`config.mk`:
```
export PLATFORM = sky130hd
export DESIGN_NAME = maj_bist_ctrl
export DESIGN_NICKNAME = d
export VERILOG_FILES = /design/src/rtl/maj_bist_pkg.sv /design/src/rtl/maj_ref_threshold.sv /design/src/rtl/maj_bist_ctrl.sv
export SDC_FILE = /design/constraint.sdc
export NUM_CORES = 1
export LEC_CHECK = 0
export ABC_CLOCK_PERIOD_IN_PS = 8600
export CAP_MARGIN = 30
export CORE_ASPECT_RATIO = 1.2
export CORE_UTILIZATION = 40
export DETAILED_ROUTE_END_ITERATION = 6
export PLACE_DENSITY_LB_ADDON = 0.05
export SLEW_MARGIN = 5
export SYNTH_ARGS = -nofsm -noshare
export SYNTH_HDL_FRONTEND = slang
export SYNTH_SLANG_ARGS = --single-unit
```
`constraint.sdc`:
```
create_clock -name clk -period 8.6 [get_ports clk]
set_input_delay 1.72 -clock clk [delete_from_list [all_inputs] [get_ports clk]]
set_output_delay 1.72 -clock clk [all_outputs]
set_load 0.005 [all_outputs]
```
`src/rtl/maj_bist_pkg.sv`:
```
// Shared types and constants for the majority-gate BIST controller.
// The LFSR is a 64-bit right-shifting Galois generator for x^64+x^63+x^61+x^60+1.
package maj_bist_pkg;

  typedef enum logic [2:0] {
    IDLE,
    DIR,
    RND,
    DRAIN,
    DONE
  } state_e;

  localparam int          LFSR_W       = 64;
  localparam logic [63:0] LFSR_TAPS    = 64'hD800_0000_0000_0000;
  localparam logic [63:0] DEFAULT_SEED = 64'hACE1_0000_0000_0001;

  function automatic logic [LFSR_W-1:0] lfsr_next(input logic [LFSR_W-1:0] s);
    logic [LFSR_W-1:0] r;
    r = s >> 1;
    if (s[0]) r = r ^ LFSR_TAPS;
    return r;
  endfunction

endpackage

```
`src/rtl/maj_ref_threshold.sv`:
```
// Golden majority reference: popcount of the vector compared against (N+1)/2.
// Purely combinational; the controller feeds it the latency-aligned vector.
module maj_ref_threshold #(
  parameter int N = 61
) (
  input  logic [N-1:0] vec,
  output logic         maj
);

  localparam int            CW     = $clog2(N + 1);
  localparam logic [CW-1:0] THRESH = CW'((N + 1) / 2);

  logic [CW-1:0] ones;

  always_comb begin
    ones = '0;
    for (int i = 0; i < N; i++) ones = ones + CW'(vec[i]);
  end

  assign maj = (ones >= THRESH);

endmodule

```
`src/rtl/maj_bist_ctrl.sv`:
```
// BIST controller for an N-input majority gate: thermometer sweep, then LFSR vectors,
// each compared against the reference after DUT_LAT+1 cycles of alignment.
module maj_bist_ctrl
  import maj_bist_pkg::*;
#(
  parameter int                N          = 61,
  parameter int                NUM_RANDOM = 1024,
  parameter int                DUT_LAT    = 0,
  parameter logic [LFSR_W-1:0] SEED       = DEFAULT_SEED
) (
  input  logic         clk,
  input  logic         rst_n,
  input  logic         start,
  output logic [N-1:0] x_out,
  input  logic         y_in,
  output logic         busy,
  output logic         done,
  output logic         pass,
  output logic [15:0]  err_count,
  output logic         fail_valid,
  output logic [N-1:0] fail_vec
);

  state_e              state_q, state_d;
  logic [15:0]         cnt_q, cnt_d;
  logic [LFSR_W-1:0]   lfsr_q, lfsr_d;
  logic                busy_q, busy_d;
  logic                done_q, done_d;
  logic                pass_q, pass_d;
  logic [15:0]         err_q, err_d;
  logic                fail_valid_q, fail_valid_d;
  logic [N-1:0]        fail_vec_q, fail_vec_d;
  logic [N-1:0]        x_out_d;
  logic                vld_d;

  // Stage 0 is the x_out register itself; the tap at DUT_LAT lines up with y_in.
  logic [N-1:0]        vec_pipe_q [DUT_LAT+1];
  logic [DUT_LAT:0]    vld_pipe_q;

  logic [N-1:0]        aligned_vec;
  logic                aligned_vld;
  logic                exp_maj;
  logic                mismatch;

  assign aligned_vec = vec_pipe_q[DUT_LAT];
  assign aligned_vld = vld_pipe_q[DUT_LAT];

  maj_ref_threshold #(.N(N)) u_ref (
    .vec (aligned_vec),
    .maj (exp_maj)
  );

  assign mismatch = aligned_vld && (y_in != exp_maj);

  always_comb begin
    state_d      = state_q;
    cnt_d        = cnt_q;
    lfsr_d       = lfsr_q;
    busy_d       = busy_q;
    done_d       = done_q;
    pass_d       = pass_q;
    err_d        = err_q;
    fail_valid_d = fail_valid_q;
    fail_vec_d   = fail_vec_q;
    x_out_d      = '0;
    vld_d        = 1'b0;

    if (mismatch) begin
      if (err_q != 16'hFFFF) err_d = err_q + 16'd1;
      if (!fail_valid_q) begin
        fail_valid_d = 1'b1;
        fail_vec_d   = aligned_vec;
      end
    end

    case (state_q)
      IDLE, DONE: begin
        if (start) begin
          state_d      = DIR;
          cnt_d        = 16'd1;
          lfsr_d       = SEED;
          vld_d        = 1'b1;
          busy_d       = 1'b1;
          done_d       = 1'b0;
          pass_d       = 1'b0;
          err_d        = '0;
          fail_valid_d = 1'b0;
          fail_vec_d   = '0;
        end
      end
      DIR: begin
        for (int i = 0; i < N; i++) x_out_d[i] = (16'(i) < cnt_q);
        vld_d = 1'b1;
        if (cnt_q == 16'(N)) begin
          state_d = RND;
          cnt_d   = '0;
        end else begin
          cnt_d = cnt_q + 16'd1;
        end
      end
      RND: begin
        x_out_d = lfsr_q[N-1:0];
        vld_d   = 1'b1;
        lfsr_d  = lfsr_next(lfsr_q);
        if (cnt_q == 16'(NUM_RANDOM - 1)) begin
          state_d = DRAIN;
          cnt_d   = '0;
        end else begin
          cnt_d = cnt_q + 16'd1;
        end
      end
      DRAIN: begin
        // One extra cycle past the last comparison so err_count is final when done rises.
        if (cnt_q == 16'(DUT_LAT + 1)) begin
          state_d = DONE;
          busy_d  = 1'b0;
          done_d  = 1'b1;
          pass_d  = (err_d == 16'd0);
        end else begin
          cnt_d = cnt_q + 16'd1;
        end
      end
      default: state_d = IDLE;
    endcase
  end

  always_ff @(posedge clk or negedge rst_n) begin
    if (!rst_n) begin
      state_q      <= IDLE;
      cnt_q        <= '0;
      lfsr_q       <= SEED;
      busy_q       <= 1'b0;
      done_q       <= 1'b0;
      pass_q       <= 1'b0;
      err_q        <= '0;
      fail_valid_q <= 1'b0;
      fail_vec_q   <= '0;
    end else begin
      state_q      <= state_d;
      cnt_q        <= cnt_d;
      lfsr_q       <= lfsr_d;
      busy_q       <= busy_d;
      done_q       <= done_d;
      pass_q       <= pass_d;
      err_q        <= err_d;
      fail_valid_q <= fail_valid_d;
      fail_vec_q   <= fail_vec_d;
    end
  end

  always_ff @(posedge clk or negedge rst_n) begin
    if (!rst_n) begin
      for (int i = 0; i <= DUT_LAT; i++) vec_pipe_q[i] <= '0;
      vld_pipe_q <= '0;
    end else begin
      vec_pipe_q[0] <= x_out_d;
      vld_pipe_q[0] <= vld_d;
      for (int i = 1; i <= DUT_LAT; i++) begin
        vec_pipe_q[i] <= vec_pipe_q[i-1];
        vld_pipe_q[i] <= vld_pipe_q[i-1];
      end
    end
  end

  assign x_out      = vec_pipe_q[0];
  assign busy       = busy_q;
  assign done       = done_q;
  assign pass       = pass_q;
  assign err_count  = err_q;
  assign fail_valid = fail_valid_q;
  assign fail_vec   = fail_vec_q;

endmodule
```
Yosys cells after proc, flatten, opt, wreduce, memory -nomap -nowiden

Index checks and enable logic that the tools add are counted.

Bits in registers: 226
Word-level logic and storage cells: 197

$add $sub $neg: 62
Magnitude comparators: 62
Equal/unequal tests: 14
Muxes and demuxes: 35
Bitwise operators: 1
Reductions and logical operators: 12

Operators with widths:

| kind                    | number |
|---|---|
| $lt A6 B16 Y1 const A   | 29 |
| $add A6 B1 Y6           | 59 |
| $lt A5 B16 Y1 const A   | 16 |
| $mux W61                | 4 |
| $lt A4 B16 Y1 const A   | 8 |
| $mux W16                | 8 |
| $mux W64                | 2 |
| $pmux W64 S2            | 1 |
| $pmux W61 S2            | 1 |
| $lt A3 B16 Y1 const A   | 4 |
| $pmux W16 S4            | 1 |
| $add A16 B1 Y16 const B | 2 |
| $lt A1 B16 Y1 const A   | 2 |
| $lt A2 B16 Y1 const A   | 2 |
| $eq A16 B1 Y1 const B   | 1 |
| $eq A16 B10 Y1 const B  | 1 |
| $eq A16 B6 Y1 const B   | 1 |
| $logic_not A16 Y1       | 1 |
| $ne A16 B16 Y1 const B  | 1 |
| $mux W3                 | 4 |
| $pmux W3 S4             | 1 |
| $ne A2 B2 Y1 const B    | 5 |
| $mux W1                 | 9 |
| $pmux W1 S2             | 4 |
| other kinds (15)        | 19 |

Logic depth before layout (Yosys ltp)

Gate-level depths: netlist of run 1.

Depth in word-level cells: 67
Depth in mapped cells: 27

Modules after synthesis

From an unflattened synthesis of run 1, not the netlist that was laid out.

Cells, all modules: 1169
Area, all modules: 11270.8 um^2

By module, submodules not included:

| module            | instances | cells each | area each (um^2) | sequential area each (um^2) |
|---|---|---|---|---|
| maj_bist_ctrl     | 1         | 1002       | 9623.0           | 5666.7 |
| maj_ref_threshold | 1         | 167        | 1647.8           | 0.0 |

Worst setup path after synthesis of run 1

OpenSTA, ideal clock, no wires.

Path kind: register to register
Start: register vec_pipe_q, in the netlist x_out[0]
End: register pass_q, in the netlist pass
Setup time: 0.095 ns
Arrival: 7.327 ns
Data required time: 8.505 ns
Slack: 1.178 ns
Cell stages (with the launch flop): 24
Path buffers: 0
Cells stage by stage: dfrtp_1 > ha_1 > inv_1 > fa_1 > fa_1 > inv_1 > fa_1 > fa_1 > fa_1 > fa_1 > inv_1 > fa_1 > fa_1 > inv_1 > ha_1 > a211oi_1 > nor2_1 > xor2_1 > a31oi_4 > mux2i_4 > nand4_1 > o311a_1 > or4_1 > o31ai_1

Longest elaborated chain between the ends: 67

Ends and longest elaborated chain:

| what                            | line                    | source |
|---|---|---|
| start, declared                 | maj_bist_ctrl.sv:37     | `logic [N-1:0] vec_pipe_q [DUT_LAT+1];` |
| start signal, assigned by index | maj_bist_ctrl.sv:159    | `vec_pipe_q[i] <= vec_pipe_q[i-1];` |
| $add A1 B1 Y2                   | maj_ref_threshold.sv:17 | `for (int i = 0; i < N; i++) ones = ones + CW'(vec[i]);` |
| $add A6 B1 Y6 (59 in series)    | maj_ref_threshold.sv:17 |  |
| $ge A6 B5 Y1                    | maj_ref_threshold.sv:20 | `assign maj = (ones >= THRESH);` |
| $ne A1 B1 Y1                    | maj_bist_ctrl.sv:53     | `assign mismatch = aligned_vld && (y_in != exp_maj);` |
| $logic_and A1 B1 Y1             | maj_bist_ctrl.sv:53     |  |
| $mux W16                        | maj_bist_ctrl.sv:68     | `if (mismatch) begin` |
| $logic_not A16 Y1               | maj_bist_ctrl.sv:118    | `pass_d = (err_d == 16'd0);` |
| $mux W1                         | maj_bist_ctrl.sv:114    | `if (cnt_q == 16'(DUT_LAT + 1)) begin` |
| $pmux W1 S2                     | maj_bist_ctrl.sv:76     | `case (state_q)` |
| end signal, assigned            | maj_bist_ctrl.sv:144    | `pass_q <= pass_d;` |
| end, declared                   | maj_bist_ctrl.sv:29     | `logic pass_q, pass_d;` |

Every way passes these cells. The select of a mux whose other input is x is not followed.
A chain may end at the register's enable or synchronous reset.

Worst setup path after layout of run 1

Ends and elaborated chain as after synthesis.

==> flow_metrics.py, run 1 <==
metrics = {
    "clock_tree": {
        "h-tree-depth": 1,
        "post_cts_buffers": 0,
        "ctsResizeCount": 0,
        "clkTransAtPathRegs_ns": 0.06,
        "cts_buffers": 27,
        "ctsHoldBuffers": 0,
        "insertion_delay_ns": 0.54,
        "root_buffer": "clkbuf_16",
        "cts_tree": "built",
        "cts.sinks": 226,
        "clock_path_buffers": 3,
    },
    "sta": {
        "fin_ws_ns": 0.679,
        "worstMarginPinSlew_ns": 0.993,
        "finClkSkew_ns": 0.0125,
        "rsz0062_at_grt": "no",
        "hold_violations": 0,
        "min_period_ns": 7.92,
        "whs_ns": 0.474,
        "fin_tns_setup_ns": 0,
        "slew_headroom": 0.338,
        "fmax_mhz": 126,
        "drv_slew": 0,
        "setup_viol": 0,
        "period_share": 0.921,
    },
    "logic_synthesis": {
        "synth.most_common_cell": "nand2_1",
        "yosys.area_share.simple": 0.171,
        "synthXorXnorAreaFrac": 0.0141,
        "synthMuxAreaShare": 0.0101,
        "syn_area_per_cell_um2": 9.57,
        "netlist_area_um2": 11200,
        "syn_nets": 1240,
        "ys_top_cells_by_count": "nand2_1, dfrtp_1, inv_1, a21oi_1, clkbuf_1",
        "ys_async_sr_fraction": 1.00,
        "synth-seq-cells": 226,
        "synthTopCellsByArea": "dfrtp_1, nand2_1, fa_1, a21oi_1, inv_1",
        "synth_compound_area_frac": 0.129,
        "yosysTopAreaCellShare": 0.486,
        "synthCells": 1167,
        "synth-main-ff-cell": "dfrtp_1",
        "synth_top_family_by_area": "simple AND/OR/NAND/NOR gates",
        "synth_top_cell_by_area": "dfrtp_1",
        "yosys.area_share.adder": 0.112,
        "yosys_warnings": 0,
        "synth_cell_type_count": 58,
        "synth_edf_count": 0,
        "synth-seq-area-share": 0.507,
    },
    "global_route": {
        "first_global_vias": 8656,
        "antenna_found_initial": 0,
        "groute.usage.overall": 0.229,
        "grt_remaining_overflow": 0,
        "grt_pass1_wl_um": 50100,
        "grt_max_degree": 94,
    },
    "power_and_ir_drop": {
        "power_density_nw_per_um2": 391,
        "ir_drop_uv": 282,
        "p_leak_nw": 6.45,
    },
    "die": {
        "num_rows": 66,
        "initial_core_util": 0.410,
        "die_h_um": 185,
        "core_um2": 27300,
        "dieArea_um2": 28600,
        "pin_count": 146,
        "die_x_um": 155,
    },
    "placed_design": {
        "dp_worst_setup_slack_ns": 0.672,
        "io_buffers": 145,
        "dp_cells": 1599,
        "hpwlAfterDp_um": 23400,
        "gp_congestion": 0.817,
    },
    "cells_and_area": {
        "multi_input_area_um2": 4900,
        "fin_nets": 1362,
        "final-instance-count-excl-fill": 1647,
        "regArea_um2": 5670,
        "n_fill_cell": 2552,
        "synthToLayoutAreaGrowth_pct": 24.6,
        "diodes": 0,
        "drive_gt1_frac": 0.0589,
    },
    "routing": {
        "drtPass1Iterations": 5,
        "drt_wl_total_um": 32400,
        "drt_iter0_markers": 491,
        "viasPerCell": 5.30,
        "ant_nets": 0,
        "via_count": 8726,
        "wl_per_cell_um": 19.7,
        "drc": 0,
    },
    "setup_path": {
        "path_common_cell": "fa_1",
        "r2r-end": "pass",
        "rrSetupSlack_ns": 0.68,
        "crit_family": "adder cells",
        "crit_start": "x_out[0]",
        "end_kind": "register",
        "worstSetupEndpoint": "pass",
        "cpPeakStageDelay_ns": 0.61,
        "r2r_start": "x_out[0]",
        "crit_cells": 24,
        "reg2reg_depth": 24,
        "startpoint_type": "register",
        "crit_fanout": 9,
        "critical_path_class": "reg -> reg",
        "crit_buf_inv": 5,
        "arrival_ns": 8.35,
        "critPathSlowestCell": "fa_1",
        "cp_cell_sequence": "ha_1 -> inv_1 -> fa_1 -> fa_1 -> inv_1 -> fa_1 -> fa_1 -> fa_1 -> fa_1 -> inv_1 -> fa_1 -> fa_1 -> inv_1 -> ha_1 -> a211oi_1 -> nor4b_1 -> a2111oi_2 -> a31oi_4 -> mux2i_1 -> buf_4 -> a211oi_1 -> a41oi_1 -> or4_1 -> o31ai_1",
        "cp.required_ns": 9.03,
    },
    "run_status": {
        "status": "finished clean",
    },
    "flow_run": {
        "drv_cap": 0,
    },
    "min_path": {
        "hold_depth": 2,
        "hold_path_class": "reg -> reg",
    },
}
## worst min-delay path: stages (launching register included)
cell     delay (ns)
dfrtp_1        0.34
nand2_1        0.05
nand2_1        0.05
## power breakdown
group / leakage, nW / internal [W] / total, W / switching, W
logic: 2.92 / 0.00111 / 0.00266 / 0.00155
clock network: 0.457 / 0.000730 / 0.00119 / 0.000458
registers: 3.07 / 0.00134 / 0.00160 / 0.000255
## sequential cells by signal (all words and copies together) (netlist names), 3 cells and up
| register | cells |
|---|---|
| state_q | 3 |
| x_out | 61 |
| lfsr_q | 64 |
| err_count | 16 |
| cnt_q | 16 |
| fail_vec | 61 |
## kinds of logic (layout without fill, tap and decap cells)
kind of cell    after synthesis  in the layout
compound gates              232            232
xor+xnor                     18             18
fa+ha+maj                    69             69
buf+inv                     169            309
flops                       226            226
mux                          10             10
simple gates                443            443
## stage by stage
stage / cell area, µm² / util / power [W]
floorplan: 11200 / - / 0.00338
global placement: 12900 / 0.475 / 0.00422
detailed placement: 13000 / 0.476 / 0.00432
CTS: 13900 / 0.510 / 0.00553
global route: 13900 / 0.511 / 0.00588
finish: 13900 / 0.511 / 0.00544
## per-layer routing
layer,share of wire,GRT usage
met1,0.45,0.308
met2,0.49,0.392
met5,0,0
met3,0.040,0.0290
met4,0.021,0.0626
## placed cells by master (no fill, tap or decap), drive strengths merged, types with 10 or more instances in the layout
master           n
a21oi           79
buf             13
clkbuf          34
clkdlybuf4s50  144
dfrtp          217
fa              51
ha              18
inv            106
mux2i           10
nand2          288
nand3           28
nor2            55
nor2b           15
o211ai          18
o21ai           69
o31ai           13
xnor2           13
## area by class of cell
class                      count  area share
multi-input combinational    772       0.352
timing repair buffer         157       0.116
clock buffer                  34      0.0533
sequential                   226       0.407
inverter                     105      0.0283
clock inverter                13      0.0134
tap                          340      0.0306
## worst min-delay path by stage
stage                     from    endpoint  slack (ns)
global placement    lfsr_q[25]  lfsr_q[25]        0.46
floorplan           lfsr_q[16]  lfsr_q[16]        0.45
CTS                 lfsr_q[44]  lfsr_q[44]        0.48
finish              lfsr_q[15]  lfsr_q[15]        0.47
detailed placement  lfsr_q[45]  lfsr_q[45]        0.46
global route        lfsr_q[25]  lfsr_q[25]        0.50
Power figures use the tool's default switching activity.
==> run 2: changes to the inputs <==
--- a/config.mk
+++ b/config.mk
@@ -10,6 +10,7 @@
 export CORE_ASPECT_RATIO = 1.2
 export CORE_UTILIZATION = 40
 export DETAILED_ROUTE_END_ITERATION = 6
+export DONT_BUFFER_PORTS = 1
 export PLACE_DENSITY_LB_ADDON = 0.05
 export SLEW_MARGIN = 5
 export SYNTH_ARGS = -nofsm -noshare
==> run 2 against run 1 <==
  * Core utilization is 5.8 points lower
  * Via count is 6.5% lower
  * Total power is 6.5% lower
  * Final cell count is 9.0% lower
  * Setup slack better by 0.077 ns
  * Global-route usage is 0.096 points lower
  * Cell area is 11% lower
  * Count of clock-buffer cells in the layout is 2 higher
  * Clock power is 8% lower
  * Sequential power is 2% higher
==> flow_metrics.py, run 2 (synthesis results as in run 1) <==
metrics = {
    "run_status": {
        "status": "finished clean",
    },
    "die": {
        "num_rows": 66,
        "dieArea_um2": 28600,
        "die_x_um": 155,
        "die_h_um": 185,
        "core_um2": 27300,
        "pin_count": 146,
        "initial_core_util": 0.410,
    },
    "placed_design": {
        "gp_congestion": 0.810,
        "dp_worst_setup_slack_ns": 0.706,
        "io_buffers": 0,
        "dpl_cell_area_um2": 11500,
        "hpwlAfterDp_um": 22400,
    },
    "sta": {
        "setup_viol": 0,
        "fmax_mhz": 127,
        "drv_slew": 0,
        "period_share": 0.912,
        "fin_ws_ns": 0.756,
        "fin_tns_setup_ns": 0,
        "finClkSkew_ns": 0.0168,
        "min_period_ns": 7.84,
        "slew_headroom": 0.375,
        "worstMarginPinSlew_ns": 0.938,
        "hold_violations": 0,
        "rsz0062_at_grt": "no",
    },
    "global_route": {
        "first_global_vias": 8260,
        "grt_pass1_wl_um": 50000,
        "grt_max_degree": 227,
        "antenna_found_initial": 0,
        "groute.usage.overall": 0.228,
        "grt_remaining_overflow": 0,
    },
    "setup_path": {
        "reg2reg_depth": 24,
        "crit_buf_inv": 5,
        "critical_path_class": "reg -> reg",
        "crit_family": "adder cells",
        "r2r-end": "pass",
        "rrSetupSlack_ns": 0.76,
        "critPathSlowestCell": "fa_1",
        "arrival_ns": 8.26,
        "cp_cell_sequence": "ha_1 -> inv_1 -> fa_1 -> fa_1 -> inv_1 -> fa_1 -> fa_1 -> fa_1 -> fa_1 -> inv_1 -> fa_1 -> fa_1 -> inv_1 -> ha_1 -> a211oi_1 -> nor4b_1 -> a2111oi_2 -> a31oi_4 -> mux2i_1 -> buf_4 -> a211oi_1 -> a41oi_1 -> or4_1 -> o31ai_1",
        "end_kind": "register",
        "startpoint_type": "register",
        "path_common_cell": "fa_1",
        "cp.required_ns": 9.02,
        "r2r_start": "x_out[0]",
        "crit_fanout": 13,
        "cpPeakStageDelay_ns": 0.60,
    },
    "cells_and_area": {
        "largest_reg_flops": 64,
        "stdcell_area_um2": 12400,
        "synthToLayoutAreaGrowth_pct": 10.6,
        "top_register": "lfsr_q",
        "final_common_cell": "nand2_1",
        "n_fill_cell": 2680,
        "final_cell_mix": "nand2_1, dfrtp_1, inv_1",
        "multi_input_area_um2": 4900,
        "regArea_um2": 5670,
        "drive_gt1_frac": 0.0588,
        "fin_nets": 1214,
    },
    "clock_tree": {
        "cts_buffers": 25,
        "ctsResizeCount": 0,
        "insertion_delay_ns": 0.52,
        "cts.sinks": 226,
        "clock_path_buffers": 3,
        "ctsHoldBuffers": 0,
        "clkTransAtPathRegs_ns": 0.06,
        "cts_tree": "built",
        "post_cts_buffers": 0,
        "root_buffer": "clkbuf_16",
        "h-tree-depth": 1,
    },
    "routing": {
        "via_count": 8156,
        "drt_iter0_markers": 572,
        "wl_per_cell_um": 21.2,
        "drt_wl_total_um": 31800,
        "viasPerCell": 5.44,
        "drtPass1Iterations": 5,
        "ant_nets": 0,
        "drc": 0,
    },
    "power_and_ir_drop": {
        "p_leak_nw": 5.89,
        "ir_drop_uv": 351,
        "power_density_nw_per_um2": 412,
    },
    "min_path": {
        "hold_depth": 2,
        "min_to": "lfsr_q[45]",
        "hold_path_class": "reg -> reg",
        "hp-start": "lfsr_q[45]",
    },
    "flow_run": {
        "drv_cap": 0,
    },
}
[run 2: through the flow]
step / hold WS [ns] / instances / utilization / power (W)
2_1_floorplan: 0.446 / 1167 / - / 0.00338
3_3_place_gp: 0.458 / 1452 / 0.421 / 0.00403
3_5_place_dp: 0.462 / 1453 / 0.421 / 0.00408
4_1_cts: 0.478 / 1495 / 0.452 / 0.00518
5_1_grt: 0.493 / 1496 / 0.453 / 0.00560
6_report: 0.474 / 1498 / 0.453 / 0.00509
[run 2: metal layers]
metal / vias up / track usage / wire (µm)
met1: 4136 / 0.304 / 13900
met4: 0 / 0.0626 / 707
met5: - / 0 / 0
met3: 39 / 0.0367 / 1660
met2: 194 / 0.387 / 15600
li1: 3787 / - / -
[run 2: tightest hold or removal path, cell delays in order (launching register included)]
cell     delay (ns)
dfrtp_1        0.34
nand2_1        0.05
nand2_1        0.05
[run 2: power breakdown]
part / internal, W / leakage, nW / switching (W)
Clock: 0.000670 / 0.411 / 0.000422
Sequential: 0.00134 / 3.07 / 0.000295
Combinational: 0.000904 / 2.40 / 0.00146
Total: 0.00292 / 5.89 / 0.00218
[run 2: area by class of cell]
type	instances	area share
Clock inverter	6	0.00851
Multi-Input combinational cell	772	0.396
Timing Repair Buffer	11	0.0106
Tap cell	340	0.0344
Clock buffer	36	0.0589
Sequential cell	226	0.459
Antenna cell	2	0.000405
Inverter	105	0.0319
[run 2: worst max path at each step]
| stage | from | to | slack (ns) | cells past startpoint |
|---|---|---|---|---|
| detailed placement | x_out[0] | pass | 0.71 | 24 |
| global route | x_out[0] | pass | 0.27 | 24 |
| global placement | x_out[0] | pass | 0.78 | 24 |
| CTS | x_out[0] | pass | 0.69 | 24 |
| finish | x_out[0] | pass | 0.76 | 24 |
| floorplan | x_out[0] | pass | 1.18 | 23 |
==> run 3: changes to the inputs <==
--- a/config.mk
+++ b/config.mk
@@ -9,6 +9,7 @@
 export CAP_MARGIN = 30
 export CORE_ASPECT_RATIO = 1.2
 export CORE_UTILIZATION = 40
+export CTS_CLUSTER_DIAMETER = 80
 export DETAILED_ROUTE_END_ITERATION = 6
 export DONT_BUFFER_PORTS = 1
 export PLACE_DENSITY_LB_ADDON = 0.05
==> results of run 3 <==
The final DEF is identical to that of run 2; final timing and power are the same.
